### src/rtl/exec_core_p.sv
// exec_core_p: multi-cycle fetch/execute controller.
//
// An instruction is accepted through a valid/ready handshake in FETCH. The
// core then executes it in EXEC, and ADD/CMP take an extra write-back cycle
// (WB). HALT parks the core until reset.
//
// Parameters
//   DATA_W   : register, compare and out width (>= 16)
//   NREGS    : register count, power of two, 2..32
//   ADDR_W   : PC / addr width (>= 28)
//   RESET_PC : PC after reset (word aligned)
// Ports
//   clk, reset        : single rising-edge clock, synchronous active-high reset
//   instruction       : 32-bit instruction word, valid with instr_valid
//   instr_valid       : source offers an instruction
//   instr_ready       : core accepts (FETCH only)
//   out               : last value written to a register or emitted by OUT
//   addr              : current PC
//   rw                : one-cycle strobe after an OUT retires
//   sys_dne           : set when HALT executes, held until reset
module exec_core_p #(
  parameter int                DATA_W   = 32,
  parameter int                NREGS    = 8,
  parameter int                ADDR_W   = 32,
  parameter logic [ADDR_W-1:0] RESET_PC = '0
) (
  input  logic              clk,
  input  logic              reset,
  input  logic [31:0]       instruction,
  input  logic              instr_valid,
  output logic              instr_ready,
  output logic [DATA_W-1:0] out,
  output logic [ADDR_W-1:0] addr,
  output logic              rw,
  output logic              sys_dne
);

  localparam int         IDX_W   = (NREGS > 1) ? $clog2(NREGS) : 1;
  localparam logic [5:0] NREGS_L = 6'(NREGS);

  localparam logic [5:0] OP_LDI  = 6'h0A;
  localparam logic [5:0] OP_ADD  = 6'h0B;
  localparam logic [5:0] OP_OUT  = 6'h0C;
  localparam logic [5:0] OP_JMP  = 6'h14;
  localparam logic [5:0] OP_CMP  = 6'h15;
  localparam logic [5:0] OP_BEQ  = 6'h1B;
  localparam logic [5:0] OP_HALT = 6'h3F;

  typedef enum logic [1:0] {S_FETCH, S_EXEC, S_WB, S_HALT} state_t;

  state_t              state_reg, state_next;
  logic [31:0]         ir_reg;
  logic [ADDR_W-1:0]   pc_reg;
  logic [DATA_W-1:0]   cmp_reg;
  logic [DATA_W-1:0]   out_reg;
  logic [DATA_W-1:0]   alu_reg;
  logic                rw_reg;
  logic                dne_reg;
  logic [DATA_W-1:0]   rf [NREGS];

  // Instruction fields (all decoded from the latched IR, never the live bus)
  logic [5:0]          op;
  logic [4:0]          rd_idx;
  logic [4:0]          rb_idx;
  logic [15:0]         imm16;
  logic [25:0]         tgt26;

  assign op     = ir_reg[31:26];
  assign rd_idx = ir_reg[25:21];
  assign rb_idx = ir_reg[20:16];
  assign imm16  = ir_reg[15:0];
  assign tgt26  = ir_reg[25:0];

  // Out-of-range indices read as zero and never get written.
  logic              rd_in_range, rb_in_range;
  logic [DATA_W-1:0] rd_val, rb_val;

  assign rd_in_range = ({1'b0, rd_idx} < NREGS_L);
  assign rb_in_range = ({1'b0, rb_idx} < NREGS_L);
  assign rd_val      = rd_in_range ? rf[rd_idx[IDX_W-1:0]] : '0;
  assign rb_val      = rb_in_range ? rf[rb_idx[IDX_W-1:0]] : '0;

  logic [DATA_W-1:0] imm_ext;
  logic [DATA_W-1:0] alu_next;

  assign imm_ext  = DATA_W'(imm16);
  // CMP computes rb - ra; ADD computes rd + rb (ra and rd share a field).
  assign alu_next = (op == OP_CMP) ? (rb_val - rd_val) : (rd_val + rb_val);

  // PC sequencing candidates
  logic [ADDR_W-1:0] pc_plus4;
  logic [ADDR_W-1:0] br_off;
  logic [ADDR_W-1:0] beq_target;
  logic [ADDR_W-1:0] jmp_target;

  assign pc_plus4   = pc_reg + ADDR_W'(4);
  assign br_off     = {{(ADDR_W-18){imm16[15]}}, imm16, 2'b00};
  assign beq_target = (cmp_reg == '0) ? (pc_plus4 + br_off) : pc_plus4;

  // JMP keeps the PC bits above bit 27; done bitwise so ADDR_W == 28 works.
  always_comb begin
    jmp_target       = pc_reg;
    jmp_target[27:0] = {tgt26, 2'b00};
  end

  // Register-file write port: LDI writes in EXEC, ADD writes in WB.
  logic              wr_en;
  logic [DATA_W-1:0] wr_data;

  always_comb begin
    wr_en   = 1'b0;
    wr_data = imm_ext;
    if (state_reg == S_EXEC && op == OP_LDI) begin
      wr_en = rd_in_range;
    end else if (state_reg == S_WB && op == OP_ADD) begin
      wr_en   = rd_in_range;
      wr_data = alu_reg;
    end
  end

  always_ff @(posedge clk) begin
    if (reset) begin
      for (int i = 0; i < NREGS; i++) begin
        rf[i] <= '0;
      end
    end else if (wr_en) begin
      rf[rd_idx[IDX_W-1:0]] <= wr_data;
    end
  end

  // FSM state register
  always_ff @(posedge clk) begin
    if (reset) begin
      state_reg <= S_FETCH;
    end else begin
      state_reg <= state_next;
    end
  end

  // FSM next state and handshake
  always_comb begin
    state_next  = state_reg;
    instr_ready = 1'b0;
    case (state_reg)
      S_FETCH: begin
        instr_ready = 1'b1;
        if (instr_valid) begin
          state_next = S_EXEC;
        end
      end
      S_EXEC: begin
        if (op == OP_ADD || op == OP_CMP) begin
          state_next = S_WB;
        end else if (op == OP_HALT) begin
          state_next = S_HALT;
        end else begin
          state_next = S_FETCH;
        end
      end
      S_WB:    state_next = S_FETCH;
      S_HALT:  state_next = S_HALT;
      default: state_next = S_FETCH;
    endcase
  end

  // Datapath registers
  always_ff @(posedge clk) begin
    if (reset) begin
      ir_reg  <= '0;
      pc_reg  <= RESET_PC;
      cmp_reg <= '0;
      out_reg <= '0;
      alu_reg <= '0;
      rw_reg  <= 1'b0;
      dne_reg <= 1'b0;
    end else begin
      rw_reg <= 1'b0;
      case (state_reg)
        S_FETCH: begin
          if (instr_valid) begin
            ir_reg <= instruction;
          end
        end
        S_EXEC: begin
          case (op)
            OP_LDI: begin
              out_reg <= imm_ext;
              pc_reg  <= pc_plus4;
            end
            OP_ADD, OP_CMP: begin
              alu_reg <= alu_next;
            end
            OP_OUT: begin
              out_reg <= rd_val;
              rw_reg  <= 1'b1;
              pc_reg  <= pc_plus4;
            end
            OP_JMP:  pc_reg  <= jmp_target;
            OP_BEQ:  pc_reg  <= beq_target;
            OP_HALT: dne_reg <= 1'b1;
            default: pc_reg  <= pc_plus4;
          endcase
        end
        S_WB: begin
          if (op == OP_ADD) begin
            out_reg <= alu_reg;
          end else begin
            cmp_reg <= alu_reg;
          end
          pc_reg <= pc_plus4;
        end
        default: begin
        end
      endcase
    end
  end

  assign out     = out_reg;
  assign addr    = pc_reg;
  assign rw      = rw_reg;
  assign sys_dne = dne_reg;

endmodule

### config.mk
export PLATFORM = sky130hd
export DESIGN_NAME = exec_core_p
export DESIGN_NICKNAME = d
export VERILOG_FILES = /design/src/rtl/exec_core_p.sv
export SDC_FILE = /design/constraint.sdc
export NUM_CORES = 1
export LEC_CHECK = 0
export ABC_AREA = 0
export CAP_MARGIN = 40
export CORE_ASPECT_RATIO = 1.25
export CORE_MARGIN = 2
export CORE_UTILIZATION = 33
export DETAILED_ROUTE_END_ITERATION = 8
export PLACE_DENSITY = 0.61
export SYNTH_ARGS = -nofsm -noshare
export SYNTH_HDL_FRONTEND = slang
export SYNTH_SLANG_ARGS = --single-unit
### constraint.sdc
create_clock -name clk -period 4.37 [get_ports clk]
set_clock_uncertainty 0.1 [all_clocks]
set_input_delay 0.874 -clock clk [delete_from_list [all_inputs] [get_ports clk]]
set_output_delay 0.874 -clock clk [all_outputs]
set_load 0.01 [all_outputs]
Yosys cells after proc, flatten, opt, wreduce, memory -nomap -nowiden

Memories as Yosys holds them, arrays and structs flattened. A register that Yosys moved wholly into a read port is not among the register bits.
Cells that the tools add are included.

Add/subtract/negate cells: 4
$mul: 0
Divide/modulo/power cells: 0
$lt $le $gt $ge: 2
Equality and inequality tests: 15
Shift-type cells: 0
Multiplexer cells: 31
Bitwise logic cells: 2
Reductions and logical operators: 17

Operators with widths:

| kind                                                       | number |
|---|---|
| two-way mux 32 bit                                         | 8 |
| case mux 32 bit (2 select lines)                           | 3 |
| case mux 32 bit (3 select lines)                           | 1 |
| adder 32 bit                                               | 2 |
| adder 32 x 3 -> 32 bit, second input constant              | 1 |
| logical NOT 32 bit                                         | 1 |
| OR reduction 32 bit                                        | 1 |
| subtractor 32 bit                                          | 1 |
| equality test 6 x 4 -> 1 bit, second input constant        | 3 |
| equality test 6 x 5 -> 1 bit, second input constant        | 3 |
| two-way mux 3 bit                                          | 5 |
| less-than comparator 5 x 4 -> 1 bit, second input constant | 2 |
| two-way mux 1 bit                                          | 10 |
| AND reduction 2 bit                                        | 5 |
| case mux 2 bit (4 select lines)                            | 1 |
| equality test 6 bit, second input constant                 | 1 |
| two-way mux 2 bit                                          | 3 |
| != test 2 bit, second input constant                       | 3 |
| AND reduction 3 bit                                        | 2 |
| equality test 2 bit, second input constant                 | 2 |
| OR reduction 2 bit                                         | 2 |
| != test 3 x 1 -> 1 bit, second input constant              | 1 |
| OR reduction 3 bit                                         | 1 |
| equality test 2 x 1 -> 1 bit, second input constant        | 1 |
| 6 further kinds                                            | 8 |

Bits in registers: 164
Bits in latches: 0
Bits in writable memories: 256
ROM bits: 0
Logic and storage cells: 81
Memories kept: 1

Memory list:

| memory | depth | width | rd ports | clocked after Yosys merged registers in | write ports | line | source |
|---|---|---|---|---|---|---|---|
| rf     | 8     | 32    | 2        | 2                                       | 8           | 59   | `logic [DATA_W-1:0] rf [NREGS];` |

Depth between registers and ports, before layout

Gate-level depths: netlist of the first run.

Depth in word-level cells: 9
Mapped depth: 22
Gate-level depth less buffers: 20

Least setup slack after synthesis of the first run

OpenSTA, ideal clock, no wires.

Kind: register to register
From: register with a tool-made name
To: register alu_reg[31]
Arrival: 4.635 ns
Data required time: 4.191 ns
Setup slack: -0.444 ns
Cell stages (with the launch flop): 23
Period minus slack after synthesis: 4.814 ns
Cells stage by stage: dfxtp_1 > buf_2 > clkbuf_1 > mux4_2 > mux2_2 > nand2_1 > ha_1 > nand2_1 > nor3b_1 > nor2_1 > xnor2_1 > ha_1 > nand2_1 > o21ai_0 > o2bb2ai_1 > a21oi_1 > o21ai_0 > a31oi_1 > o21ai_0 > a21oi_1 > o31ai_1 > xnor2_1 > a211oi_2

RTL lines:

| what                 | line | source |
|---|---|---|
| end signal, assigned | 191  | `alu_reg <= alu_next;` |
| end, declared        | 56   | `logic [DATA_W-1:0] alu_reg;` |

==> metrics.md, run 1 <==
| Metric | Value |
|---|---|
| Setup ws final | -349.6 ps |
| Hold Buf Count CTS | 0 |
| Status | complete, but fails checks |
| # IOs | just over 100 |
| EDFF count, synth | 256 |
| Initial Util | 0.3328 |
| WL/cell | about 22 um |
| Post-place setup slack | -512.4 ps |
| Setup CP Type | flip-flop to flip-flop |
| Global Route Usage Sum | 0.1978 |
| Top delay family on crit path | compound AO/OA/AOI/OAI gates |
| Setup TNS | -2553 ps |
| Hpwl dp | 52.17 mm |
| Hold endpoint | cmp_reg[10] |
| Hold Startpoint | cmp_reg[10] |
| Measured slew at the worst slew-check pin | approximately 900 ps |
| First-pass GRT wire length | 114.5 mm |
| Worst hold path depth | 2 |
| Largest net degree at the start of global routing | 93 |
| Ys flop type | edfxtp_1 |
| Mux contribution to synthesized area | 0.1505 |
| Max-cap violation count | 0 |
| Routed Antenna Nets | 0 |
| Clock Latency Late Sink | 590 ps |
| Initial DRT Pass Iterations | 7 |
| Hold Fails Final Rpt | 0 |
| Core footprint | 0.07184 mm2 |
| P per Cell Area | 531.1 mW/mm2 |
| Setup Viol. Count Final | 12 |
| Crit path buffers/inverters | 3 |
| Antenna diode count | 0 |
| IO Port Bufs | 99 |
| Simple-gate area share of the yosys netlist | 0.1595 |
| Hold Slack | 355.5 ps |
| Clock transition at the registers of the reported paths | 60 ps |
| Synth unique cells | 76 |
| WL final | 76.16 mm |
| Synth Area in Compound Gates | 0.1193 |
| DRC viols | 0 |
| TritonCTS Sinks | 424 |
| XOR/XNOR Fraction of Synth Area | 0.03920 |
| Die Wd | between 200 and 250 um |
| Leakage Power | 10.55 nW |
| R2R depth | 21 |
| Share of post-route cells with drive strength above 1 | 0.2216 |
| Vias post-DR | 19490 |
| # rows | 110 |
| Adder-cell area share of the yosys netlist | 0.03726 |
| Dpl cell area | 0.02736 mm2 |
| Synthesized instance count | ~2300 |
| Gp weighted congestion | 0.8765 |
| Synth Warn # | 0 |
| CTS tree | done |
| RSZ-0062 raised after global routing | yes |
| Max incr delay on CP | 520 ps |
| Total Power | 15.70 mW |
| Vias in the first global route | approximately 19000 |
| Hold Crit Class | flip-flop to flip-flop |
| Post-Syn Area | between 0.02 and 0.025 mm2 |
| Max-slew violations | 0 |
| Worst path cell trace | buf_12, mux4_2, nor3_2, a211o_1, nand3_2, nor3_4, nor3b_4, a31oi_2, xnor2_1, ha_1, buf_6, inv_1, o2bb2ai_2, a21oi_4, o21ai_4, a31oi_4, o21ai_4, a21oi_2, o31ai_2, xnor2_1, a211oi_2 |
| Startpoint Class | flip-flop |
| Post-Layout Cell Count | 3538 |
| Die area | 0.07463 mm2 |
| Die Ht | 304.9 um |
| Max Fclk | 0.2119 GHz |
| Via/cell ratio | 5.508 |
| Crit-path max FO | 4 |
| FF-to-FF End | alu_reg[31] |
| Worst EP required | 4680 ps |
| # fillers | 6805 |
| Yosys reg bits | 424 |
| Endpoint class of the critical path | flip-flop |
| Seq/Total Area, Yosys | 0.4622 |
| Async SR Flop Fraction | 0 |
| Placed insts | ~3400 |
| WP data arrival | between 5000 and 6000 ps |
| Clock root buffer master | clkbuf_16 |
| Final Critical Period | 4720 ps |
| Finished Cell Area | between 0.02 and 0.03 mm2 |
| Synthesized area per cell | 10.38 um2 |
| Longest Clk Path Bufs | 3 |
| Worst slew margin relative to its limit | 0.3832 |
| FF+latch area | 0.01106 mm2 |
| Nets | 2662 |
| Post-layout util | 0.4113 |
| Multi-input gate area | 0.01263 mm2 |
| Largest family of logic cells by synthesized area | simple AND/OR/NAND/NOR gates |
| Fin crit share | 1.080 |
| Largest reg by FF count | rf |
| DR iter-0 viols | roughly 1400 |
| Layout area overhead | 23.60% |
| Failing checks | setup timing |
| R2r setup slk | -350 ps |
| Total gr overflow | 0 |
| Initial antenna violation count | 0 |
| Max reg flops | 256 |
| CP max-delay cell | mux4_2 |
| TritonCTS buffer count | between 40 and 50 |
| H-tree level count | 2 |
| VDD IR-drop max | 312.0 uV |
==> layout make-up <==
class                           count  area share
Inverter                           26    0.003303
Multi-Input combinational cell   1705      0.4273
Clock buffer                       50     0.03692
Sequential cell                   424      0.3743
Clock inverter                     22    0.008087
Timing Repair Buffer              359      0.1097
Tap cell                          952     0.04031
==> cells in the final DEF (no fill, tap or decap), drive strengths merged, types with 5 or more instances in the layout <==
cell type / n
clkbuf: 52
inv: 28
or2: 6
o211ai: 22
nor2: 411
a22oi: 21
nor2b: 9
xor2: 38
nor4: 13
a31oi: 19
mux4: 128
nor3: 59
o21ai: 41
nand4: 9
o31ai: 8
o21bai: 5
dfxtp: 168
and3: 18
clkdlybuf4s50: 98
a22o: 8
clkinv: 16
a211oi: 24
nand3: 28
ha: 68
xnor2: 69
a221o: 22
o21a: 8
edfxtp: 256
a21oi: 198
a221oi: 12
nand2: 281
nand2b: 23
and2: 10
a21o: 31
buf: 258
mux2i: 61
==> how the worst max path moves through the flow <==
stage	startpoint	to	slack [ps]	depth (start not counted)
2_1_floorplan	flip-flop	alu_reg[31]	-1	22
5_1_grt	flip-flop	alu_reg[28]	-550	22
3_3_place_gp	flip-flop	alu_reg[31]	-520	21
6_report	flip-flop	alu_reg[31]	-350	21
4_1_cts	flip-flop	alu_reg[29]	-220	20
3_5_place_dp	flip-flop	alu_reg[31]	-510	20
==> synthesized netlist by cell type, drive strengths merged, types with 18 or more instances <==
master	count	area, um2
nor2	411	1543
nor3	59	311.5
dfxtp	168	3363
mux2i	61	610.6
a21oi	198	991.0
a21o	31	232.7
edfxtp	256	7687
a31oi	19	118.9
xor2	38	332.8
nand2	281	1057
ha	68	850.8
inv	26	97.59
buf	35	234.0
o211ai	22	165.2
clkbuf	115	431.7
nand2b	23	143.9
a22oi	21	167.7
nand3	28	145.1
a221o	22	220.2
xnor2	69	604.3
o21ai	41	205.2
mux4	128	2943
a211oi	24	185.2
and3	18	112.6
==> per-layer routing <==
metal	up-vias	wire length, um	share of wire	global-route usage
met1	9617	28180	0.37	0.2319
met4	0	3291	0.043	0.08225
met3	163	4846	0.064	0.02149
met2	750	39850	0.52	0.3635
li1	8957	-	-	-
met5	-	0	0	0
==> kinds of logic after synthesis <==
family,Yosys count
AO/OA/AOI/OAI,445
XOR/XNOR,107
adder cells (fa/ha/maj),70
buffers and inverters,176
flip-flops,424
multiplexers,193
other,1
AND/OR/NAND/NOR,888
==> timing repair <==
| action | CTS | global route |
|---|---|---|
| buffers inserted | 16 | 18 |
| gates cloned | 1 | 0 |
| gates resized for setup | 68 | 81 |
| setup endpoints to repair | 16 | 21 |
| pin swaps | 28 | 65 |
==> power breakdown <==
group          switching, mW  leakage [nW]  total (mW)  internal [mW]
registers              0.379          4.01        4.97           4.59
clock network           1.61         0.649        3.59           1.98
logic                   3.79          5.89        7.13           3.34
==> tightest hold or removal path, delay by kind of cell, from the launching register on <==
family	cells	cell delay, ps
simple gates	1	50
compound gates	1	50
flops	1	310
Note: power is estimated with default switching activity, not from simulation.
==> run 2: changes to the inputs <==
--- a/config.mk
+++ b/config.mk
@@ -10,7 +10,7 @@
 export CORE_ASPECT_RATIO = 1.25
 export CORE_MARGIN = 2
-export CORE_UTILIZATION = 33
+export CORE_UTILIZATION = 50
 export DETAILED_ROUTE_END_ITERATION = 8
-export PLACE_DENSITY = 0.61
+export PLACE_DENSITY = 0.81
 export SYNTH_ARGS = -nofsm -noshare
 export SYNTH_HDL_FRONTEND = slang
==> constraint.sdc (replaced) <==
create_clock -name clk -period 4.37 [get_ports clk]
set_clock_uncertainty 0.1 [all_clocks]
set_input_delay 0.6555 -clock clk [delete_from_list [all_inputs] [get_ports clk]]
set_output_delay 0.6555 -clock clk [all_outputs]
set_load 0.01 [all_outputs]
==> metrics.md, run 2 (synthesis gave the netlist of run 1 again) <==
| Metric | Value |
|---|---|
| R2r setup slk | -230 ps (was -350 ps) |
| Setup Viol. Count Final | 13 (was 12) |
| Layout area overhead | 21.31% (was 23.60%) |
| Routed Antenna Nets | 0 (unchanged) |
| Total gr overflow | 0 (unchanged) |
| Largest net degree at the start of global routing | 86 (was 93) |
| Initial DRT Pass Iterations | 7 (unchanged) |
| Clock transition at the registers of the reported paths | 60 ps (about the same) |
| Nets | 2647 (was 2662) |
| Hpwl dp | 50.80 mm (was 52.17 mm) |
| Largest reg by FF count | rf (unchanged) |
| First-pass GRT wire length | 115.0 mm (was 114.5 mm) |
| Top Metal Used | met4 (unchanged) |
| Commonest non-fill, non-tap cell in the layout | nor2_1 (unchanged) |
| Die area | 0.04960 mm2 (was 0.07463 mm2) |
| Final Critical Period | 4597 ps (was 4720 ps) |
| VDD IR-drop max | 287.3 uV (was 312.0 uV) |
| RSZ-0062 raised after global routing | yes (unchanged) |
| Core footprint | 0.04722 mm2 (was 0.07184 mm2) |
| # IOs | 102 (unchanged) |
| TritonCTS buffer count | 41 (unchanged) |
| Setup ws final | -227.1 ps (was -349.6 ps) |
| Max Fclk | 0.2175 GHz (was 0.2119 GHz) |
| Initial antenna violation count | 2 (was 0) |
| CTS tree | done (unchanged) |
| Longest Clk Path Bufs | 3 (unchanged) |
| # rows | 89 (was 110) |
| Gp weighted congestion | 0.9166 (was 0.8765) |
| Max-cap violation count | 0 (unchanged) |
| Initial Util | 0.5064 (was 0.3328) |
| Clock root buffer master | clkbuf_16 (unchanged) |
| WL final | 74.78 mm (was 76.16 mm) |
| Worst EP required | 4680 ps (about the same) |
| Multi-input gate area | 0.01250 mm2 (was 0.01263 mm2) |
| Die Ht | 248.5 um (was 304.9 um) |
| Vias in the first global route | 20480 (was 19400) |
| IO Port Bufs | 99 (unchanged) |
| DRC viols | 0 (unchanged) |
| WP data arrival | 4900 ps (was 5020 ps) |
| Met2 wire len | 37.00 mm (was 39.85 mm) |
| Setup CP Type | flip-flop to flip-flop (unchanged) |
| Dpl cell area | 0.02696 mm2 (was 0.02736 mm2) |
| Fin crit share | 1.052 (was 1.080) |
| H-tree level count | 2 (unchanged) |
| Via/cell ratio | 6.326 (was 5.508) |
| Post-layout util | 0.6143 (was 0.4113) |
| Hold Slack | 355.5 ps (about the same) |
| P per Cell Area | 540.6 mW/mm2 (was 531.1 mW/mm2) |
| Met1 WL | 25.48 mm (was 28.18 mm) |
| Setup TNS | -1552 ps (was -2553 ps) |
| Endpoint class of the critical path | flip-flop (unchanged) |
| Vias post-DR | 20330 (was 19490) |
| Crit-path max FO | 5 (was 4) |
| Most frequent cells in the layout | nor2_1, nand2_1, edfxtp_1 (unchanged) |
| Hold Crit Class | flip-flop to flip-flop (unchanged) |
| Startpoint Class | flip-flop (unchanged) |
| Max-slew violations | 0 (unchanged) |
| # fillers | 3591 (was 6805) |
| Hold Fails Final Rpt | 0 (unchanged) |
| Routed wl met3 | 7.356 mm (was 4.846 mm) |
| Measured slew at the worst slew-check pin | 926.5 ps (was 899.5 ps) |
| Finished Cell Area | 0.02900 mm2 (was 0.02955 mm2) |
| WL/cell | 23.28 um (was 21.53 um) |
| Total Power | 15.68 mW (was 15.70 mW) |
| Share of post-route cells with drive strength above 1 | 0.2126 (was 0.2216) |
| Worst slew margin relative to its limit | 0.3646 (was 0.3832) |
| FF+latch area | 0.01106 mm2 (unchanged) |
| Max reg flops | 256 (unchanged) |
| Failing checks | setup timing (unchanged) |
| Die Wd | 199.6 um (was 244.8 um) |
| Clock Latency Late Sink | 560 ps (was 590 ps) |
| Leakage Power | 10.51 nW (was 10.55 nW) |
| Global Route Usage Sum | 0.3012 (was 0.1978) |
| Status | complete, but fails checks (unchanged) |
| DR iter-0 viols | 2167 (was 1379) |
| TritonCTS Sinks | 424 (unchanged) |
[run 2: final timing paths]
path | startpoint | cells after the start | to
min | cmp_reg[4] | 2 | cmp_reg[4]
max | flip-flop | 21 | alu_reg[30]
min reg2reg | cmp_reg[4] | 2 | cmp_reg[4]
max reg2reg | flip-flop | 21 | alu_reg[30]
[run 2: layer usage]
metal / up-vias / track usage
li1: 8922 / -
met1: 9759 / 0.3525
met2: 1317 / 0.5145
met3: 329 / 0.05398
met4: 0 / 0.1754
met5: - / 0
[run 2: per-stage QoR]
step	worst slack [ps]	instances
floorplan	-1.450	2305
finish	-227.1	3213
CTS	-152.4	3197
global route	-395.1	3212
global placement	-327.7	3099
detailed placement	-455.2	3105
[run 2: final cells by class]
type,count,area share
clock buffer,47,0.03684
tap,637,0.02748
timing repair buffer,344,0.1091
multi-input combinational,1705,0.4310
inverter,26,0.003365
sequential,424,0.3814
antenna,3,0.0002588
clock inverter,27,0.01057
[run 2: power breakdown]
part           total [mW]  switching [mW]  internal [mW]
logic                6.98            3.74           3.24
registers            4.98           0.391           4.59
clock network        3.72            1.59           2.12
total                15.7            5.73           9.95
[run 2: timing repair]
action / in CTS / in global routing
gates resized for setup: 58 / 50
buffers inserted: 17 / 9
hold buffers: 0 / 0
pin swaps: 35 / 30
gates cloned: 1 / 0
endpoints found under the setup margin: 15 / 22
[run 2: critical path: stages, from the launching register on]
cell and delay [ps]:
dfxtp_4 400, buf_12 130, mux4_2 540, nor2_2 150
a211o_1 210, nand3_2 140, nor3_4 160, nor3b_2 190
buf_4 170, a21oi_2 70, xnor2_1 140, ha_1 290
buf_6 130, a211o_1 280, a21oi_2 170, a31oi_4 140
a22oi_2 220, a21oi_2 110, a21o_1 210, a21o_1 180
o31ai_1 250, a31oi_1 70
